<file path="config.mk">
export PLATFORM = sky130hd
export DESIGN_NAME = intr_controller
export DESIGN_NICKNAME = d
export VERILOG_FILES = /design/src/rtl/intr_pkg.sv /design/src/rtl/intr_edge_detect.sv /design/src/rtl/intr_controller.sv
export SDC_FILE = /design/constraint.sdc
export NUM_CORES = 1
export LEC_CHECK = 0
export CORE_UTILIZATION = 45
export DETAILED_ROUTE_END_ITERATION = 10
export PLACE_DENSITY = 0.79
export SYNTH_ARGS = -nofsm -noshare
export SYNTH_HDL_FRONTEND = slang
export SYNTH_SLANG_ARGS = --single-unit
</file>
<file path="constraint.sdc">
create_clock -name clk -period 2.6 [get_ports clk]
set_clock_uncertainty 0.15 [all_clocks]
set_input_delay 0.52 -clock clk [delete_from_list [all_inputs] [get_ports clk]]
set_output_delay 0.52 -clock clk [all_outputs]
set_load 0.02 [all_outputs]
</file>
<file path="src/rtl/intr_pkg.sv">
// Shared parameters, FSM state type and priority helper for the interrupt controller.
package intr_pkg;

    localparam int unsigned NUM_SRC = 3;
    localparam int unsigned LVL_W   = 2;
    localparam int unsigned DEPTH_W = 2;

    localparam logic [LVL_W-1:0] LVL_NONE = '0;

    typedef enum logic {
        IDLE,
        REQ
    } state_e;

    // Highest pending level strictly above lvl_floor; LVL_NONE if there is none.
    function automatic logic [LVL_W-1:0] highest_above(
        input logic [NUM_SRC-1:0] pend,
        input logic [LVL_W-1:0]   lvl_floor
    );
        logic [LVL_W-1:0] best;
        best = LVL_NONE;
        for (int k = 0; k < NUM_SRC; k++) begin
            if (pend[k] && (LVL_W'(k + 1) > lvl_floor)) begin
                best = LVL_W'(k + 1);
            end
        end
        return best;
    endfunction

endpackage

</file>
<file path="src/rtl/intr_edge_detect.sv">
// Rising-edge detector for one interrupt source: registers the raw input and
// flags a 0->1 transition against the registered copy.
module intr_edge_detect (
    input  logic clk,
    input  logic rst,
    input  logic in,
    output logic rise
);

    logic in_q;

    always_ff @(posedge clk) begin
        if (rst) begin
            in_q <= 1'b0;
        end else begin
            in_q <= in;
        end
    end

    assign rise = in & ~in_q;

endmodule

</file>
<file path="src/rtl/intr_controller.sv">
// Nested fixed-priority interrupt controller: edge-latched pending bits, an
// IDLE/REQ request FSM and a small in-service stack tracking the active level.
module intr_controller
    import intr_pkg::*;
(
    input  logic               clk,
    input  logic               rst,
    input  logic [NUM_SRC-1:0] irq_in,
    input  logic               ie,
    input  logic               intr_ack,
    input  logic               uret,
    output logic               IntrRequest,
    output logic [LVL_W-1:0]   IntNo,
    output logic [LVL_W-1:0]   clrNo,
    output logic [LVL_W-1:0]   cur_level
);

    logic [NUM_SRC-1:0] rise;

    state_e               state_q, state_d;
    logic [NUM_SRC-1:0]   pend_q, pend_d;
    logic [LVL_W-1:0]     intno_q, intno_d;
    logic [LVL_W-1:0]     cur_q, cur_d;
    logic [LVL_W-1:0]     stack_q [NUM_SRC];
    logic [LVL_W-1:0]     stack_d [NUM_SRC];
    logic [DEPTH_W-1:0]   depth_q, depth_d;

    logic [LVL_W-1:0]     elig_c;
    logic                 push_c;
    logic                 pop_c;

    for (genvar k = 0; k < NUM_SRC; k++) begin : g_edge
        intr_edge_detect u_edge (
            .clk  (clk),
            .rst  (rst),
            .in   (irq_in[k]),
            .rise (rise[k])
        );
    end

    always_ff @(posedge clk) begin
        if (rst) begin
            state_q <= IDLE;
            pend_q  <= '0;
            intno_q <= LVL_NONE;
            cur_q   <= LVL_NONE;
            depth_q <= '0;
            stack_q <= '{default: LVL_NONE};
        end else begin
            state_q <= state_d;
            pend_q  <= pend_d;
            intno_q <= intno_d;
            cur_q   <= cur_d;
            depth_q <= depth_d;
            stack_q <= stack_d;
        end
    end

    always_comb begin
        state_d = state_q;
        pend_d  = pend_q;
        intno_d = intno_q;
        cur_d   = cur_q;
        depth_d = depth_q;
        stack_d = stack_q;

        elig_c = ie ? highest_above(pend_q, cur_q) : LVL_NONE;
        push_c = (state_q == REQ) && intr_ack;
        pop_c  = uret && (depth_q != '0);

        unique case (state_q)
            IDLE: begin
                if (elig_c != LVL_NONE) begin
                    state_d = REQ;
                    intno_d = elig_c;
                end
            end
            REQ: begin
                if (intr_ack || (elig_c == LVL_NONE)) begin
                    state_d = IDLE;
                    intno_d = LVL_NONE;
                end else if (elig_c > intno_q) begin
                    intno_d = elig_c;
                end
            end
            default: begin
                state_d = IDLE;
                intno_d = LVL_NONE;
            end
        endcase

        // Pop before push so a uret+ack cycle replaces the top entry in place.
        if (pop_c) begin
            depth_d = depth_q - 2'd1;
            cur_d   = (depth_q >= 2'd2) ? stack_q[depth_q - 2'd2] : LVL_NONE;
        end
        if (push_c && (depth_d != DEPTH_W'(NUM_SRC))) begin
            stack_d[depth_d] = intno_q;
            depth_d          = depth_d + 2'd1;
            cur_d            = intno_q;
        end

        // A new edge on the source being acknowledged keeps it pending.
        if (push_c) begin
            pend_d[intno_q - 2'd1] = 1'b0;
        end
        pend_d = pend_d | rise;
    end

    // Pushed levels strictly increase, so a push into a full stack is a design error.
    always_ff @(posedge clk) begin
        if (!rst) begin
            assert (!(push_c && !pop_c && (depth_q == DEPTH_W'(NUM_SRC))));
        end
    end

    assign IntrRequest = (state_q == REQ);
    assign IntNo       = intno_q;
    assign cur_level   = cur_q;
    assign clrNo       = uret ? cur_q : LVL_NONE;

endmodule

</file>
== After elaboration in Yosys (flattened, before gate mapping) ==
Cells that the tools add are included.
Cells by class
  add/subtract/negate cells: 4
  order comparisons: 10
  equal/unequal tests: 3
  multiplexer cells: 26
  bitwise operators: 12
  reductions and logical operators: 14
Operator list (count)
  $mux 2: 15
  $logic_and 1x1->1: 8
  $bwmux 6: 1
  $ge 3x3->1 const B: 2
  $not 2->3: 2
  $reduce_bool 2->1: 3
  $bmux 2 s2: 1
  $demux 2 s2: 1
  $gt 2x2->1 const A: 2
  $mux 1: 4
  $ne 2x2->1 const B: 2
  $not 1->1: 4
  $pmux 2 s2: 1
  $sub 2x1->2 const B: 2
  $and 1x1->1: 3
  $and 3x3->3: 1
  $lt 2x3->1 const B: 1
  $lt 3x1->1 const B: 1
  $mux 3: 1
  $ne 3x1->1 const B: 1
  $not 3->3: 1
  $or 3x3->3: 1
  $add 2x1->2 const B: 1
  $demux 1 s2: 1
  other kinds (9): 9
Word-level totals
  register bits: 19
  input port bits: 8

== Longest topological paths before layout ==
Gate-level depths: netlist (run 1).
  word-level depth: 10
  gate-level depth with buffers: 11

== By module ==
From an unflattened synthesis (run 1), not the netlist that was laid out.
Unflattened totals
  cell total of the unflattened synthesis: 119
  area, all modules: 1046.0 µm²
By module, submodules not included
  intr_controller: times used 1, cells an instance 110, area an instance 903.4 µm²
  intr_edge_detect: times used 3, cells an instance 3, area an instance 47.5 µm²

== Least setup slack after synthesis (run 1) ==
OpenSTA, ideal clock, no wires.
  path kind: flip-flop to flip-flop
  start: register cur_q[1] (netlist: cur_level[1])
  end: register intno_q[0] (netlist: IntNo[0])
  library setup time: 0.072 ns
  arrival: 1.906 ns
  required time: 2.378 ns
  slack: 0.472 ns
  stages on the path, launching flop included: 10
  buffers on the path: 0
  period minus slack after synthesis: 2.128 ns
  cells stage by stage: dfxtp_1 > inv_1 > o211a_1 > a31o_2 > ha_1 > nor2b_1 > o21ai_0 > nand3b_1 > mux2i_1 > mux2i_1
Between the ends
  cells in the longest elaborated chain, start to end: 10
Ends and longest elaborated chain
  start: declaration: RTL line intr_controller.sv:23  | logic [LVL_W-1:0] cur_q, cur_d;
  start signal: assignment: RTL line intr_controller.sv:53  | cur_q <= cur_d;
  $gt 1x2->1: RTL line intr_pkg.sv:23  | if (pend[k] && (LVL_W'(k + 1) > lvl_floor)) begin
  $logic_and 1x1->1: RTL line intr_pkg.sv:23
  $mux 1: RTL line intr_pkg.sv:23
  $mux 2: RTL line intr_pkg.sv:23
  $mux 2 *: RTL line intr_pkg.sv:23
  $mux 2 *: RTL line intr_controller.sv:67  | elig_c = ie ? highest_above(pend_q, cur_q) : LVL_NONE;
  branches (longest 4 deep; another with $gt 2x2->1)
  end signal: assignment: RTL line intr_controller.sv:52  | intno_q <= intno_d;
  end: declaration: RTL line intr_controller.sv:22  | logic [LVL_W-1:0] intno_q, intno_d;
Every way passes the cells marked *. The select of a mux whose other input is x is not followed.
A chain may end at the register's enable or synchronous reset.

== Worst setup path in the final report (run 1) ==
  start: input port uret
  end: output port clrNo[1]
Between the ends
  cells in the longest elaborated chain, start to end: 1
Ends and longest elaborated chain
  start: declaration: RTL line intr_controller.sv:11  | input logic uret,
  $mux 2: RTL line intr_controller.sv:120  | assign clrNo = uret ? cur_q : LVL_NONE;
  end: declaration: RTL line intr_controller.sv:14  | output logic [LVL_W-1:0] clrNo,
Every way passes these cells.

==> impl_metrics.json, run 1 <==
{
  "dp.cells": 163,
  "antenna_found_initial": 0,
  "switchingPower_mw": 0.315,
  "rsz0062_at_grt": "no",
  "antenna_cells": 0,
  "netlist_instances": 120,
  "drv_cap": 0,
  "power.share.clock_pct": 17.3,
  "netlist_top_cells_area": "dfxtp_1, ha_1, nand2_1",
  "dp_hpwl_mm": 1.56,
  "switching_share_pct": 36.6,
  "min-delay-start": "stack_q[0]",
  "syn_area_per_cell_um2": 8.54,
  "die_area_um2": 2470,
  "yosys_warnings": 0,
  "clk_path_buf_depth": 2,
  "drt-pass1-iter-count": 4,
  "cts_tree": "built",
  "io_pins": 15,
  "num-fill-cells": 180,
  "synth_most_common_cell": "dfxtp_1",
  "multi_input_area_um2": 599,
  "fp.coreArea_um2": 2040,
  "start_util_pct": 50.2,
  "critPathKind": "primary input to output port",
  "outcome": "completed",
  "hp-class": "flop to flop",
  "worstSkewPairLatency_ns": 0.30,
  "r2r_cells": 11,
  "hold_violations": 0,
  "powerDensity_nw_per_um2": 688,
  "grt_max_degree": 12,
  "worstReg2RegEnd": "stack_q[5]",
  "root_buffer": "clkbuf_4",
  "fmax_mhz": 416,
  "netlist_top_cells_count": "dfxtp_1, nand2_1, a21oi_1",
  "grt_pass1_wl_mm": 3.66,
  "syn_to_final_growth_pct": 22.1,
  "syn-num-nets": 136,
  "seqPwrFrac_pct": 41.5,
  "drt.antenna.violating_nets": 0,
  "yosys.area.top_type": "dfxtp_1",
  "die_h_um": 49.7,
  "finalCritPeriodShare_pct": 92.6,
  "layout.area.seq_um2": 380,
  "ys_types": 30,
  "slew_headroom_pct": 72.3,
  "hold_depth": 2,
  "die_width_um": 49.7,
  "leakage_nw": 0.478,
  "gp_congestion": 0.890,
  "finalNonFillerCells": 167,
  "fin_ws_ns": 0.194,
  "routed_via_density": 5.34,
  "tightest_slew_ns": 0.415,
  "vias": 892,
  "arrival_ns": 1.74,
  "syn-cell-area_um2": 1020,
  "p_comb_share_pct": 41.2,
  "drt_iter0_drc": 7,
  "r2r-start": "depth_q[0]",
  "post-place-ws_ns": -0.0953,
  "ys_ff_latch": 19,
  "postCtsSetupBuffers": 0,
  "r2r_setup_slack_ns": 0.28,
  "slew_violations": 0,
  "grt_use_total_pct": 19.7,
  "irDropWorstVdd_mv": 0.445,
  "p_int_mw": 0.546,
  "grt-ovfl-total": 0,
  "async_flop_share_pct": 0,
  "wire_per_inst_um": 12.1,
  "portBuffers": 14,
  "period_minus_slack_ns": 2.41,
  "seq_area_frac_synth_pct": 37.1,
  "setup_violations": 0,
  "cts_hold_buf": 0,
  "clkTransAtPathRegs_ns": 0.10,
  "finalWirelength_mm": 2.02,
  "cp-start-kind": "primary input",
  "synthFlopType": "dfxtp_1",
  "synth-edff-count": 0,
  "numCtsBuffers": 3,
  "holdPathEnd": "stack_q[0]",
  "worstPathRequired_ns": 1.93,
  "drc": 0,
  "worstPathMaxFanout": 3,
  "first_global_vias": 858,
  "synth_top_area_share_pct": 37.1,
  "h-tree-depth": 1,
  "finish.utilization_pct": 61.3,
  "cts_sinks": 19,
  "worstSetupEndpointType": "output port",
  "cts_resized": 0,
  "nNetsFinal": 157,
  "num_rows": 16,
  "final_layout_size_suffix_gt1_share_pct": 12.9
}
-- power by group through the flow --
stage	clock (mW)	combinational (mW)	sequential, mW
floorplan	0	0.231	0.360
global placement	0	0.332	0.362
detailed placement	0	0.349	0.364
CTS	0.156	0.354	0.357
global route	0.168	0.400	0.363
finish	0.149	0.355	0.357
-- critical path, cell delays in order --
cell	delay (ns)
clkdlybuf4s50_1	0.48
and2_2	0.14
clkdlybuf4s50_1	0.59
-- state kept, by name, indices dropped and copies added (netlist names) --
name and cells:
IntNo 2, IntrRequest 1, cur_level 2, depth_q 2
g_edge.u_edge.in_q 3, pend_q 3, stack_q 6
-- kinds of logic after synthesis --
family                     after synthesis  share of synthesized area (%)
DFF                                     19                           37.1
muxes                                    5                           5.13
adders and majority gates                8                           9.77
xor gates and xnor gates                 2                           1.71
and+or+nand+nor                         48                           25.2
buffers and inverters                   11                           4.40
AOI/OAI and AO/OA                       27                           16.7
-- cell type report --
type / count / share of cell area (%)
tap: 27 / 2.70
timing repair buffer: 20 / 14.8
multi-input combinational: 90 / 47.9
inverter: 7 / 2.10
sequential: 19 / 30.4
clock buffer: 4 / 2.10
-- worst max-delay path by stage --
stage | startpoint | endpoint | cells past startpoint
after floorplan | cur_level[1] | IntNo[0] | 9
after global placement | ie | IntNo[1] | 9
after detailed placement | ie | IntNo[0] | 9
after CTS | uret | clrNo[1] | 3
after global routing | depth_q[0] | stack_q[5] | 11
final | uret | clrNo[1] | 3
-- layer usage --
metal	up-vias	routed length, um	global-route usage [%]
met4	0	50	11.4
li1	450	-	-
met2	22	918	30.0
met3	6	77	4.94
met1	414	975	25.0
met5	-	0	0
-- metrics by stage --
| step | hold WS [ns] | cell area [um2] | setup TNS (ns) | total power [mW] |
|---|---|---|---|---|
| finish | 0.313 | 1250 | 0 | 0.861 |
| global route | 0.342 | 1250 | 0 | 0.931 |
| CTS | 0.316 | 1250 | 0 | 0.867 |
| detailed placement | 0.300 | 1220 | -0.186 | 0.712 |
| global placement | 0.294 | 1220 | 0 | 0.694 |
| floorplan | 0.283 | 1020 | 0 | 0.592 |
-- cells in the final DEF (no fill, tap or decap), types with 2 or more instances in the layout --
| cell type | netlist | layout |
|---|---|---|
| mux2i_1 | 3 | 3 |
| o31ai_1 | 2 | 2 |
| a22oi_1 | 2 | 2 |
| a21oi_1 | 11 | 11 |
| mux2_2 | 2 | 2 |
| nand2b_4 | 2 | 2 |
| nand3_1 | 8 | 8 |
| nor2_1 | 5 | 5 |
| nor2b_1 | 5 | 5 |
| ha_1 | 8 | 8 |
| xnor2_1 | 2 | 2 |
| dfxtp_1 | 19 | 19 |
| buf_4 | 1 | 6 |
| clkbuf_4 | 0 | 3 |
| o21ai_0 | 5 | 5 |
| nand2_1 | 15 | 15 |
| inv_1 | 7 | 7 |
| clkdlybuf4s50_1 | 0 | 14 |
| nand2b_1 | 5 | 5 |
| nor3_1 | 2 | 2 |
| a211oi_1 | 3 | 3 |
(Power assumes the default switching activity.)
==> inputs of run 2 (changes only) <==
--- a/config.mk
+++ b/config.mk
@@ -7,7 +7,8 @@
 export LEC_CHECK = 0
 export CORE_UTILIZATION = 45
 export DETAILED_ROUTE_END_ITERATION = 10
-export PLACE_DENSITY = 0.79
+export DONT_BUFFER_PORTS = 1
+export PLACE_DENSITY = 0.71
 export SYNTH_ARGS = -nofsm -noshare
 export SYNTH_HDL_FRONTEND = slang
 export SYNTH_SLANG_ARGS = --single-unit
==> impl_metrics.json, run 2 (synthesis gave the netlist of run 1 again) <==
{
  "grt_use_met3_pct": 3.70,
  "clkTransAtPathRegs_ns": 0.11,
  "root_buffer": "clkbuf_4",
  "gp_congestion": 0.817,
  "cts_resized": 0,
  "cts_sinks": 19,
  "portBuffers": 0,
  "grt_pass1_wl_mm": 3.06,
  "finalWirelength_mm": 1.86,
  "num_rows": 16,
  "dp.cells": 146,
  "clk_path_buf_depth": 2,
  "gr-usage-met2_pct": 24.1,
  "fin_ws_ns": 0.273,
  "die_width_um": 49.7,
  "drt-pass1-iter-count": 4,
  "worstPathRequired_ns": 2.65,
  "numCtsBuffers": 3,
  "grt-ovfl-total": 0,
  "routed_via_density": 5.33,
  "first_global_vias": 721,
  "drt.antenna.violating_nets": 0,
  "met1_usage_pct": 22.6,
  "top_register": "stack_q",
  "largest_reg_flops": 6,
  "io_pins": 15,
  "rsz0062_at_grt": "no",
  "grt_max_degree": 20,
  "worstPathMaxFanout": 14,
  "hp-class": "primary input to flop",
  "cts_hold_buf": 0,
  "cp-start-kind": "flop",
  "fp.coreArea_um2": 2040,
  "drv_cap": 0,
  "nNetsFinal": 140,
  "critPathKind": "flop to flop",
  "totalNegativeSetupSlack_ns": 0,
  "die_area_um2": 2470,
  "irDropWorstVdd_mv": 0.370,
  "die_h_um": 49.7,
  "arrival_ns": 2.38,
  "r2r_setup_slack_ns": 0.27,
  "hold_violations": 0,
  "setup_violations": 0,
  "final_layout_size_suffix_gt1_share_pct": 13.0,
  "reg_top3": "stack_q: 6 flops, g_edge.u_edge.in_q: 3 flops, pend_q: 3 flops",
  "finalCritPeriodShare_pct": 89.5,
  "outcome": "completed",
  "p_total_mw": 0.797,
  "post-place-ws_ns": 0.151,
  "drc": 0,
  "wire_per_inst_um": 12.4,
  "layout.area.seq_um2": 380,
  "final_cell_mix": "dfxtp_1, nand2_1, a21oi_1",
  "slew_violations": 0,
  "finalNonFillerCells": 150,
  "dp_hpwl_mm": 1.40,
  "powerDensity_nw_per_um2": 726,
  "worstSkewPairLatency_ns": 0.31,
  "fmax_mhz": 430,
  "multi_input_area_um2": 604,
  "start_util_pct": 50.2,
  "period_minus_slack_ns": 2.33,
  "syn_to_final_growth_pct": 7.08,
  "h-tree-depth": 1,
  "leakage_nw": 0.411,
  "antenna_cells": 0,
  "worstSetupEndpointType": "flop",
  "slew_headroom_pct": 64.7,
  "tightest_slew_ns": 0.528,
  "grt_use_total_pct": 16.8,
  "busiest_layer": "met2",
  "cts_tree": "built",
  "postCtsSetupBuffers": 0,
  "mostFrequentLayoutCell": "dfxtp_1",
  "antenna_found_initial": 0,
  "num-fill-cells": 193,
  "vias": 799,
  "drt_iter0_drc": 9
}
run 2: cell types whose count changed in the layout (fill, tap and decap cells not counted):
cell             delta
clkinvlp_4          +1
buf_4               -3
clkbuf_1            -1
nor2_2              -1
clkdlybuf4s50_1    -14
nor2_4              +1
run 2: layout make-up:
| class | instances | area share (%) |
|---|---|---|
| Multi-Input combinational cell | 90 | 55.1 |
| Sequential cell | 19 | 34.7 |
| Tap cell | 27 | 3.08 |
| Inverter | 7 | 2.39 |
| Clock buffer | 3 | 2.05 |
| Timing Repair Buffer | 3 | 2.05 |
| Clock inverter | 1 | 0.684 |
run 2: per-layer routing:
| metal | routed length [um] | vias up |
|---|---|---|
| met2 | 755 | 18 |
| met5 | 0 | - |
| met3 | 94 | 5 |
| met4 | 53 | 0 |
| li1 | - | 419 |
| met1 | 956 | 357 |
run 2: path summary, 6_finish.rpt:
kind / cells past startpoint / end / startpoint
setup reg to reg: 8 / cur_level[1] / depth_q[0]
setup / recovery: 8 / cur_level[1] / depth_q[0]
hold reg to reg: 2 / stack_q[4] / stack_q[4]
hold / removal: 1 / pend_q[0] / rst
run 2: power by group:
part	internal [mW]	leakage (nW)	switching, mW
clock	0.0588	0.0139	0.0966
sequential	0.318	0.156	0.0370
combinational	0.121	0.241	0.166
total	0.497	0.411	0.300
run 2: per-stage QoR:
| stage | util, % | hold WS [ns] | area, um2 |
|---|---|---|---|
| finish | 53.7 | 0.109 | 1100 |
| global route | 53.7 | 0.0780 | 1100 |
| CTS | 53.5 | 0.100 | 1090 |
| detailed placement | 52.0 | 0.293 | 1060 |
| global placement | 52.0 | 0.296 | 1060 |
| floorplan | - | 0.283 | 1020 |
run 2: worst max-delay path: stages, from the launching register on:
cell and delay (ns):
dfxtp_1 0.43, inv_1 0.09, ha_1 0.19, nand2b_1 0.22, o21ai_0 0.40, ha_1 0.33
nor2_4 0.11, a211oi_1 0.23, a211oi_1 0.07
==> inputs of run 3 (changes only) <==
--- a/config.mk
+++ b/config.mk
@@ -8,6 +8,7 @@
 export CORE_UTILIZATION = 45
 export DETAILED_ROUTE_END_ITERATION = 10
 export DONT_BUFFER_PORTS = 1
+export MAX_ROUTING_LAYER = met4
 export PLACE_DENSITY = 0.71
 export SYNTH_ARGS = -nofsm -noshare
 export SYNTH_HDL_FRONTEND = slang
==> impl_metrics.json, run 3 (synthesis gave the netlist of run 1 again) <==
{
  "hold_depth": 1,
  "h-tree-depth": 1,
  "syn_to_final_growth_pct": 7.08,
  "io_pins": 15,
  "grt_pass1_wl_mm": 3.06,
  "totalNegativeSetupSlack_ns": 0,
  "final_cell_mix": "dfxtp_1, nand2_1, a21oi_1",
  "clkTransAtPathRegs_ns": 0.11,
  "powerDensity_nw_per_um2": 727,
  "period_minus_slack_ns": 2.33,
  "outcome": "completed",
  "die_width_um": 49.7,
  "slew_headroom_pct": 64.7,
  "critPathBufInv": 1,
  "dp_hpwl_mm": 1.40,
  "setup_violations": 0,
  "worstPathMaxFanout": 14,
  "drc": 0,
  "drt_iter0_drc": 9,
  "postPlaceCellArea_um2": 1060,
  "grt_use_total_pct": 17.2,
  "hp-class": "primary input to flop",
  "antenna_cells": 0,
  "leakage_nw": 0.411,
  "fmax_mhz": 430,
  "worstSetupEndpointType": "flop",
  "cts_tree": "built",
  "crit_chain": "inv_1 -> ha_1 -> nand2b_1 -> o21ai_0 -> ha_1 -> nor2_4 -> a211oi_1 -> a211oi_1",
  "routed_via_density": 5.34,
  "hold_violations": 0,
  "rsz0062_at_grt": "no",
  "portBuffers": 0,
  "drv_cap": 0,
  "worstSkewPairLatency_ns": 0.31,
  "fin_area_um2": 1100,
  "worst_hold_slack_ns": 0.107,
  "die_h_um": 49.7,
  "worstPathRequired_ns": 2.65,
  "reg_top3": "stack_q: 6 flops, g_edge.u_edge.in_q: 3 flops, pend_q: 3 flops",
  "slowest_delay_ns": 0.43,
  "root_buffer": "clkbuf_4",
  "grt-ovfl-total": 0,
  "finalNonFillerCells": 150,
  "p_total_mw": 0.797,
  "mostFrequentLayoutCell": "dfxtp_1",
  "nNetsFinal": 140,
  "largest_reg_flops": 6,
  "grt_max_degree": 20,
  "cp_num_cells": 8,
  "dp.cells": 146,
  "wire_per_inst_um": 12.4,
  "crit_family": "compound AO/OA/AOI/OAI gates",
  "num-fill-cells": 193,
  "die_area_um2": 2470,
  "first_global_vias": 725,
  "start_util_pct": 50.2,
  "cp-start-kind": "flop",
  "drt.antenna.violating_nets": 0,
  "arrival_ns": 2.38,
  "cp_slowest_cell": "dfxtp_1",
  "fp.coreArea_um2": 2040,
  "finalWirelength_mm": 1.86,
  "irDropWorstVdd_mv": 0.370,
  "vias": 801,
  "gp_congestion": 0.829,
  "clk_path_buf_depth": 2,
  "finalCritPeriodShare_pct": 89.5,
  "top_register": "stack_q",
  "cts_sinks": 19,
  "num_rows": 16,
  "slew_violations": 0,
  "antenna_found_initial": 0,
  "r2r_cells": 8,
  "drt-pass1-iter-count": 4,
  "tightest_slew_ns": 0.528,
  "final_layout_size_suffix_gt1_share_pct": 13.0,
  "critPathKind": "flop to flop",
  "numCtsBuffers": 3
}
## run 3: path summary, 6_finish.rpt
check	start	endpoint	slack [ns]
hold / removal	rst	pend_q[0]	0.11
hold reg to reg	stack_q[4]	stack_q[4]	0.31
setup reg to reg	depth_q[0]	cur_level[1]	0.27
setup / recovery	depth_q[0]	cur_level[1]	0.27
## run 3: worst register-to-register path, delay by kind of cell, from the launching register on
family                     cells  cell delay (ns)
buffers and inverters          1             0.09
adders and majority gates      2             0.52
AOI/OAI and AO/OA              3             0.70
DFF                            1             0.43
and+or+nand+nor                2             0.33
## run 3: layer usage
metal  share of wire [%]  vias up  track usage, %
met5                   0        -               -
met1                  51      357            23.0
li1                    -      419               -
met4                 2.8        0            10.0
met2                  41       18            23.6
met3                 5.2        7            3.70
## run 3: cell type report
class / count / area (um2) / share of cell area, %
Clock buffer: 3 / 22.5 / 2.05
Timing Repair Buffer: 3 / 22.5 / 2.05
Clock inverter: 1 / 7.51 / 0.684
Sequential cell: 19 / 380 / 34.7
Inverter: 7 / 26.3 / 2.39
Tap cell: 27 / 33.8 / 3.08
Multi-Input combinational cell: 90 / 604 / 55.1
## run 3: power breakdown
| part | switching (mW) | internal (mW) | total (mW) |
|---|---|---|---|
| Clock | 0.0970 | 0.0588 | 0.156 |
| Sequential | 0.0370 | 0.318 | 0.355 |
| Combinational | 0.166 | 0.121 | 0.287 |
## run 3: timing repair
action	CTS	global route
hold endpoints to repair	0	0
setup buffers	0	0
hold buffers	0	0
resized for setup	0	1
setup endpoints to repair	0	8
## run 3: through the flow
stage / util (%) / setup slack, ns
floorplan: - / 0.472
global placement: 52.0 / 0.264
detailed placement: 52.0 / 0.151
CTS: 53.5 / 0.125
global route: 53.7 / 0.0864
finish: 53.7 / 0.273
